**config.mk**
```make
export PLATFORM = sky130hd
export DESIGN_NAME = data_mem_ctrl
export DESIGN_NICKNAME = d
export VERILOG_FILES = /design/src/rtl/data_mem_ctrl.sv
export SDC_FILE = /design/constraint.sdc
export NUM_CORES = 2
export LEC_CHECK = 0
export BUFFER_PORTS_ARGS = -buffer_cell sky130_fd_sc_hd__buf_2
export CAP_MARGIN = 20
export CELL_PAD_IN_SITES_DETAIL_PLACEMENT = 1
export CELL_PAD_IN_SITES_GLOBAL_PLACEMENT = 1
export CORE_ASPECT_RATIO = 1.25
export CORE_MARGIN = 3
export CORE_UTILIZATION = 50
export CTS_BUF_LIST = sky130_fd_sc_hd__clkbuf_16
export CTS_CLUSTER_SIZE = 12
export DETAILED_ROUTE_END_ITERATION = 10
export PLACE_DENSITY_LB_ADDON = 0.1
export SLEW_MARGIN = 20
export SYNTH_ARGS = -nofsm -noshare
export SYNTH_HDL_FRONTEND = slang
export SYNTH_SLANG_ARGS = --single-unit
```
**constraint.sdc**
```tcl
create_clock -name clk -period 12.5 [get_ports clk]
set_clock_uncertainty 0.1 [all_clocks]
set_input_delay 2.5 -clock clk [delete_from_list [all_inputs] [get_ports clk]]
set_output_delay 2.5 -clock clk [all_outputs]
set_load 0.1 [all_outputs]
```
**src/rtl/data_mem_ctrl.sv**
```systemverilog
// Load/store data memory controller: a data region growing up from DATA_BASE and a stack region growing down from STACK_TOP.
// Optional macro FAULT_CAPTURE_EN adds fault_addr/fault_seen, which record the first faulting access after reset.
module data_mem_ctrl #(
  parameter logic [31:0] DATA_BASE   = 32'h0000_1000,
  parameter int          DATA_WORDS  = 100,
  parameter logic [31:0] STACK_TOP   = 32'hFFFF_FFFC,
  parameter int          STACK_WORDS = 10,
  parameter int          READ_LAT    = 1
) (
  input  logic        clk,
  input  logic        rst_n,
  input  logic        req_valid,
  output logic        req_ready,
  input  logic        req_we,
  input  logic [1:0]  req_size,
  input  logic        req_unsigned,
  input  logic [31:0] req_addr,
  input  logic [31:0] req_wdata,
  output logic        rsp_valid,
  output logic [31:0] rsp_rdata,
  output logic        rsp_fault,
  output logic        init_done
`ifdef FAULT_CAPTURE_EN
  ,
  output logic [31:0] fault_addr,
  output logic        fault_seen
`endif
);

  localparam logic [1:0] S_INIT = 2'd0;
  localparam logic [1:0] S_IDLE = 2'd1;
  localparam logic [1:0] S_WAIT = 2'd2;
  localparam logic [1:0] S_RESP = 2'd3;

  localparam int SWEEP = (DATA_WORDS > STACK_WORDS) ? DATA_WORDS : STACK_WORDS;
  localparam int SW_W  = $clog2(SWEEP + 1);
  localparam int DI_W  = (DATA_WORDS > 1) ? $clog2(DATA_WORDS) : 1;
  localparam int SI_W  = (STACK_WORDS > 1) ? $clog2(STACK_WORDS) : 1;

  localparam logic [SW_W-1:0] SWEEP_LAST = SW_W'(SWEEP - 1);
  localparam logic [SW_W-1:0] DATA_CNT   = SW_W'(DATA_WORDS);
  localparam logic [SW_W-1:0] STACK_CNT  = SW_W'(STACK_WORDS);
  localparam logic [29:0]     DBASE_W    = DATA_BASE[31:2];
  localparam logic [29:0]     STOP_W     = STACK_TOP[31:2];
  localparam logic [29:0]     DWORDS_W   = 30'(DATA_WORDS);
  localparam logic [29:0]     SWORDS_W   = 30'(STACK_WORDS);
  localparam logic [1:0]      WAIT_LAST  = 2'(READ_LAT - 2);

  typedef struct packed {
    logic            data_hit;
    logic            stack_hit;
    logic            fault;
    logic [DI_W-1:0] didx;
    logic [SI_W-1:0] sidx;
  } dec_t;

  // Word-address decode; offsets are computed in 30 bits so region ends near 2^32 cannot wrap.
  function automatic dec_t decode(input logic [31:0] addr, input logic [1:0] size);
    dec_t        d;
    logic [29:0] doff;
    logic [29:0] soff;
    logic        misal;
    doff        = addr[31:2] - DBASE_W;
    soff        = STOP_W - addr[31:2];
    d.data_hit  = (addr[31:2] >= DBASE_W) && (doff < DWORDS_W);
    d.stack_hit = !d.data_hit && (addr[31:2] <= STOP_W) && (soff < SWORDS_W);
    d.didx      = doff[DI_W-1:0];
    d.sidx      = soff[SI_W-1:0];
    case (size)
      2'b00:   misal = 1'b0;
      2'b01:   misal = addr[0];
      2'b10:   misal = |addr[1:0];
      default: misal = 1'b1;
    endcase
    d.fault = misal || !(d.data_hit || d.stack_hit);
    return d;
  endfunction

  logic [1:0]      state;
  logic [SW_W-1:0] sweep_idx;
  logic [1:0]      lat_cnt;
  logic            done_q;
  logic            r_we;
  logic [1:0]      r_size;
  logic            r_unsigned;
  logic [31:0]     r_addr;
  logic [31:0]     rdata_q;
  logic            fault_q;

  logic [31:0] data_mem  [DATA_WORDS];
  logic [31:0] stack_mem [STACK_WORDS];

  dec_t        w_dec;
  dec_t        r_dec;
  logic        accept;
  logic        commit;
  logic [3:0]  be;
  logic [31:0] wlanes;
  logic [31:0] rword;
  logic [31:0] shifted;
  logic [31:0] resp_word;

  assign w_dec  = decode(req_addr, req_size);
  assign r_dec  = decode(r_addr, r_size);
  assign accept = req_valid && req_ready;
  assign commit = accept && req_we && !w_dec.fault;

  // NOTE: every variable driven here gets a default first so no latch is inferred.
  always_comb begin
    be     = 4'b0000;
    wlanes = req_wdata;
    case (req_size)
      2'b00: begin
        be     = 4'b0001 << req_addr[1:0];
        wlanes = {4{req_wdata[7:0]}};
      end
      2'b01: begin
        be     = req_addr[1] ? 4'b1100 : 4'b0011;
        wlanes = {2{req_wdata[15:0]}};
      end
      2'b10:   be = 4'b1111;
      default: be = 4'b0000;
    endcase
  end

  // NOTE: the arrays have no reset; the INIT sweep clears them so they can map onto plain RAM.
  always_ff @(posedge clk) begin
    if (state == S_INIT) begin
      if (sweep_idx < DATA_CNT)  data_mem[sweep_idx[DI_W-1:0]]  <= '0;
      if (sweep_idx < STACK_CNT) stack_mem[sweep_idx[SI_W-1:0]] <= '0;
    end else if (commit) begin
      for (int i = 0; i < 4; i++) begin
        if (be[i]) begin
          if (w_dec.data_hit)       data_mem[w_dec.didx][8*i +: 8]  <= wlanes[8*i +: 8];
          else if (w_dec.stack_hit) stack_mem[w_dec.sidx][8*i +: 8] <= wlanes[8*i +: 8];
        end
      end
    end
  end

  // Read path depends only on the registered request, never on the live bus.
  always_comb begin
    rword     = r_dec.data_hit ? data_mem[r_dec.didx] :
                (r_dec.stack_hit ? stack_mem[r_dec.sidx] : '0);
    shifted   = rword >> {r_addr[1:0], 3'b000};
    resp_word = shifted;
    if (r_dec.fault)  resp_word = 32'hFFFF_FFFF;
    else if (r_we)    resp_word = '0;
    else if (r_size == 2'b00)
      resp_word = r_unsigned ? {24'h0, shifted[7:0]} : {{24{shifted[7]}}, shifted[7:0]};
    else if (r_size == 2'b01)
      resp_word = r_unsigned ? {16'h0, shifted[15:0]} : {{16{shifted[15]}}, shifted[15:0]};
  end

  // NOTE: sequential state uses non-blocking assignments so every register sees pre-edge values.
  always_ff @(posedge clk or negedge rst_n) begin
    if (!rst_n) begin
      state      <= S_INIT;
      sweep_idx  <= '0;
      lat_cnt    <= '0;
      done_q     <= 1'b0;
      r_we       <= 1'b0;
      r_size     <= 2'b00;
      r_unsigned <= 1'b0;
      r_addr     <= '0;
      rdata_q    <= '0;
      fault_q    <= 1'b0;
    end else begin
      case (state)
        S_INIT: begin
          if (sweep_idx == SWEEP_LAST) begin
            state  <= S_IDLE;
            done_q <= 1'b1;
          end else begin
            sweep_idx <= sweep_idx + SW_W'(1);
          end
        end
        S_IDLE: begin
          if (req_valid) begin
            r_we       <= req_we;
            r_size     <= req_size;
            r_unsigned <= req_unsigned;
            r_addr     <= req_addr;
            lat_cnt    <= '0;
            state      <= (req_we || READ_LAT == 1) ? S_RESP : S_WAIT;
          end
        end
        S_WAIT: begin
          if (lat_cnt == WAIT_LAST) state <= S_RESP;
          else                      lat_cnt <= lat_cnt + 2'd1;
        end
        default: begin
          rdata_q <= resp_word;
          fault_q <= r_dec.fault;
          state   <= S_IDLE;
        end
      endcase
    end
  end

`ifdef FAULT_CAPTURE_EN
  always_ff @(posedge clk or negedge rst_n) begin
    if (!rst_n) begin
      fault_addr <= '0;
      fault_seen <= 1'b0;
    end else if (state == S_RESP && r_dec.fault && !fault_seen) begin
      fault_addr <= r_addr;
      fault_seen <= 1'b1;
    end
  end
`endif

  assign req_ready = (state == S_IDLE);
  assign rsp_valid = (state == S_RESP);
  assign rsp_rdata = rsp_valid ? resp_word : rdata_q;
  assign rsp_fault = rsp_valid ? r_dec.fault : fault_q;
  assign init_done = done_q;

endmodule
```
==> results.cfg <==
[floorplanning]
ios = 107
die-width_um = 485
core_region_area_sq_um = 285000
die_height_um = 604
rows = 219
total_die_area_sq_um = 293000
initial_core_util_pct = 50.3

[clocking]
clk_pin_slew_worst_paths_ns = 0.06
cts.repair_timing.setup_buffer_count = 0
cts-resized-gates = 0
cts_inserted_buffers = 362
cts-hold-fix-buffers = 0
insertion_delay_ns = 0.91
cts_buffer_depth = 4
cts_sinks = 3601
htree_levels = 5
tritoncts = yes
root_buffer_master = clkbuf_16

[detailed_routing]
drt_first_pass_iters = 6
antenna_violating_nets_post_route = 0
drt_iter0_drc = 9357
vias = 74233
finalWirelength_um = 434000
wl_per_cell_um = 38.4
drc_violation_count_after_routing = 0
avgViaCountPerCell = 6.57

[synthesis]
postSynthCellCount = 7111
netlist_area_sq_um = 143000
synth-edff-count = 3520
synth.largest_area_cell = edfxtp_1
ys_async_sr_fraction_pct = 2.25
synthesis.nets = 7189
synth_largest_type_area_fraction_pct = 73.8
synth_area_per_cell_sq_um = 20.1
synth.yosys.seq_area_share_pct = 75.2
synth_ff_type = edfxtp_1
post_synth_num_cell_types = 98
number_of_storage_elements_in_the_synthesis_netlist = 3601
yosys_warnings = 0
synth_top_cells_by_area = edfxtp_1, mux4_2, nor2_1, mux2i_1, dfrtp_1

[worst_setup_path]
cp_data_required_time_ns = 9.90
crit-reg2reg-capture = rdata_q[30]
startpoint_type = flip-flop
regToRegSetupSlack_ns = 5.88
worstRegToRegCells = 11
critPathSlowestCell = o2111ai_1
crit_end = rsp_rdata[28]
startpoint_of_the_worst_slack_reg_to_reg_timing_path = r_addr[3]
worst-setup-path-type = flip-flop to output port
critical_path_arrival_ns = 7.62
crit_path_end_kind = output port
critical_path_peak_fanout = 108
path_cells = buf_4 > buf_12 > mux4_2 > mux2i_1 > o311ai_0 > o2111ai_1 > a21boi_0 > o21bai_1 > a222oi_1 > a21oi_4 > o221a_2 > buf_2
cpPeakStageDelay_ns = 0.86
cp-startpoint = r_addr[3]

[timing]
setup_violations = 0
rsz0062_at_grt = false
setup_ws_ns = 2.28
timing.final.hold_violations = 0
report.final.slew_viol_count = 0
finalWorstPathRequiredPeriod_ns = 10.22
worst-slew-pin-transition_ns = 1.21
timing.final.crit_share_pct = 81.7
max_freq_ghz = 0.0979
timing.setup.tns_ns = 0
slew_headroom_pct = 19.4

[global_route]
globalRoute.totalOverflow = 0
grt_first_pass_wirelength_um = 609000
largest_net_degree_at_the_start_of_global_routing = 109
groute.usage.overall_pct = 29.5
number_of_antenna_violations_at_the_first_check_in_global_routing = 26
first_global_vias = 76266

[place]
dpl.hpwl_um = 274000
place.port_buffers = 106
cell_area_reported_after_detailed_placement_sq_um = 148000
numPlacedInstances = 10718
gp_congestion = 0.872
pre_cts_slack_ns = 3.21

[final_layout]
area_growth_syn_to_layout_pct = 10.5
final_layout_size_suffix_gt1_share_pct = 23.4
stdcell_area_sq_um = 158000
instances_no_fill = 11297
number_of_nets_at_the_end_of_the_flow = 7410

[hold_path]
timing.hold.worst_path_depth = 2
timing.hold.worst.class = flip-flop to flip-flop

[power_and_ir_drop]
power.density_cell_area_nw_per_um2 = 189
vdd_drop_max_mv = 0.157
leakage_uw = 0.0410
report.power.total_uw = 29900

[status]
status = finished clean

[run]
maxCapViolations = 0
==> flip-flops by register name, summed over array words and instances, names as in the netlist <==
register,flops
data_mem,3200
fault_q,1
init_done,1
lat_cnt,2
r_addr,32
r_size,2
r_unsigned,1
r_we,1
rdata_q,32
stack_mem,320
state,2
sweep_idx,7
==> power by group <==
| part | internal [uW] | switching, uW |
|---|---|---|
| Sequential | 13100 | 211 |
| Combinational | 2110 | 4660 |
| Clock | 5350 | 4460 |
| Total | 20600 | 9330 |
==> worst max-delay path, delay by kind of cell (launching register included) <==
family | cells | cell delay [ns]
DFF | 1 | 0.75
AOI/OAI and AO/OA | 7 | 3.56
buffers and inverters | 3 | 1.45
muxes | 2 | 0.76
==> cell usage in the layout, fill, tap and decap left out, types with 34 or more instances in the layout <==
cell          n
mux2_2       67
buf_2       105
mux2i_1     224
nand3_1      45
dfrtp_1      74
nor2b_1      35
a211oi_1     62
mux4_2      860
edfxtp_1   3520
buf_4       157
nor2_1      613
inv_1       132
clkbuf_16   370
clkinv_1     55
a22oi_1      55
o21ai_0      73
nor2_4       34
o22ai_1      48
nand2_1     310
a21oi_1      98
==> synthesized netlist by cell type, types with 50 or more instances <==
master    count
a22oi_1      55
mux2i_1     227
buf_1        50
buf_2        67
o21ai_0      75
dfrtp_1      81
nor2_1      660
mux4_2      860
a211oi_1     62
a21oi_1      98
buf_4        81
edfxtp_1   3520
nand2_1     323
mux2_2       67
clkbuf_1    164
==> cell families after synthesis <==
logic type,Yosys count,synth area share [%]
adders and majority gates,7,0.0612
AOI/OAI and AO/OA,604,2.97
DFF,3601,75.2
muxes,1176,16.0
and+or+nand+nor,1233,3.64
buffers and inverters,481,2.01
xor gates and xnor gates,9,0.0550
==> worst min path at each step <==
stage	from	to	slack [ns]
floorplan	rdata_q[24]	rdata_q[24]	0.37
global placement	rdata_q[29]	rdata_q[29]	0.38
detailed placement	rdata_q[24]	rdata_q[24]	0.39
CTS	rdata_q[24]	rdata_q[24]	0.41
global route	rdata_q[0]	rdata_q[0]	0.43
finish	rdata_q[24]	rdata_q[24]	0.40
==> cell type report <==
| type | count | area, sq um |
|---|---|---|
| Timing Repair Buffer | 300 | 2340 |
| Multi-Input combinational cell | 3029 | 33100 |
| Antenna cell | 14 | 35.0 |
| Clock buffer | 370 | 9260 |
| Sequential cell | 3601 | 108000 |
| Inverter | 38 | 168 |
| Fill cell | 24462 | 127000 |
| Clock inverter | 188 | 938 |
| Tap cell | 3757 | 4700 |
==> per-stage QoR <==
step,utilization (%),hold slack [ns]
detailed placement,51.9,0.393
CTS,55.4,0.407
floorplan,-,0.367
global route,55.5,0.432
global placement,51.8,0.383
finish,55.6,0.404
==> per-layer routing <==
layer  vias up  global-route usage [%]  share of wire [%]
li1      29564                       -                  -
met2      3551                    46.6                 48
met1     40418                    41.1                 39
met4         8                    11.4                4.3
met3       692                    5.87                8.8
met5         -                       0              0.012
Note: power is estimated with default switching activity, not from simulation.
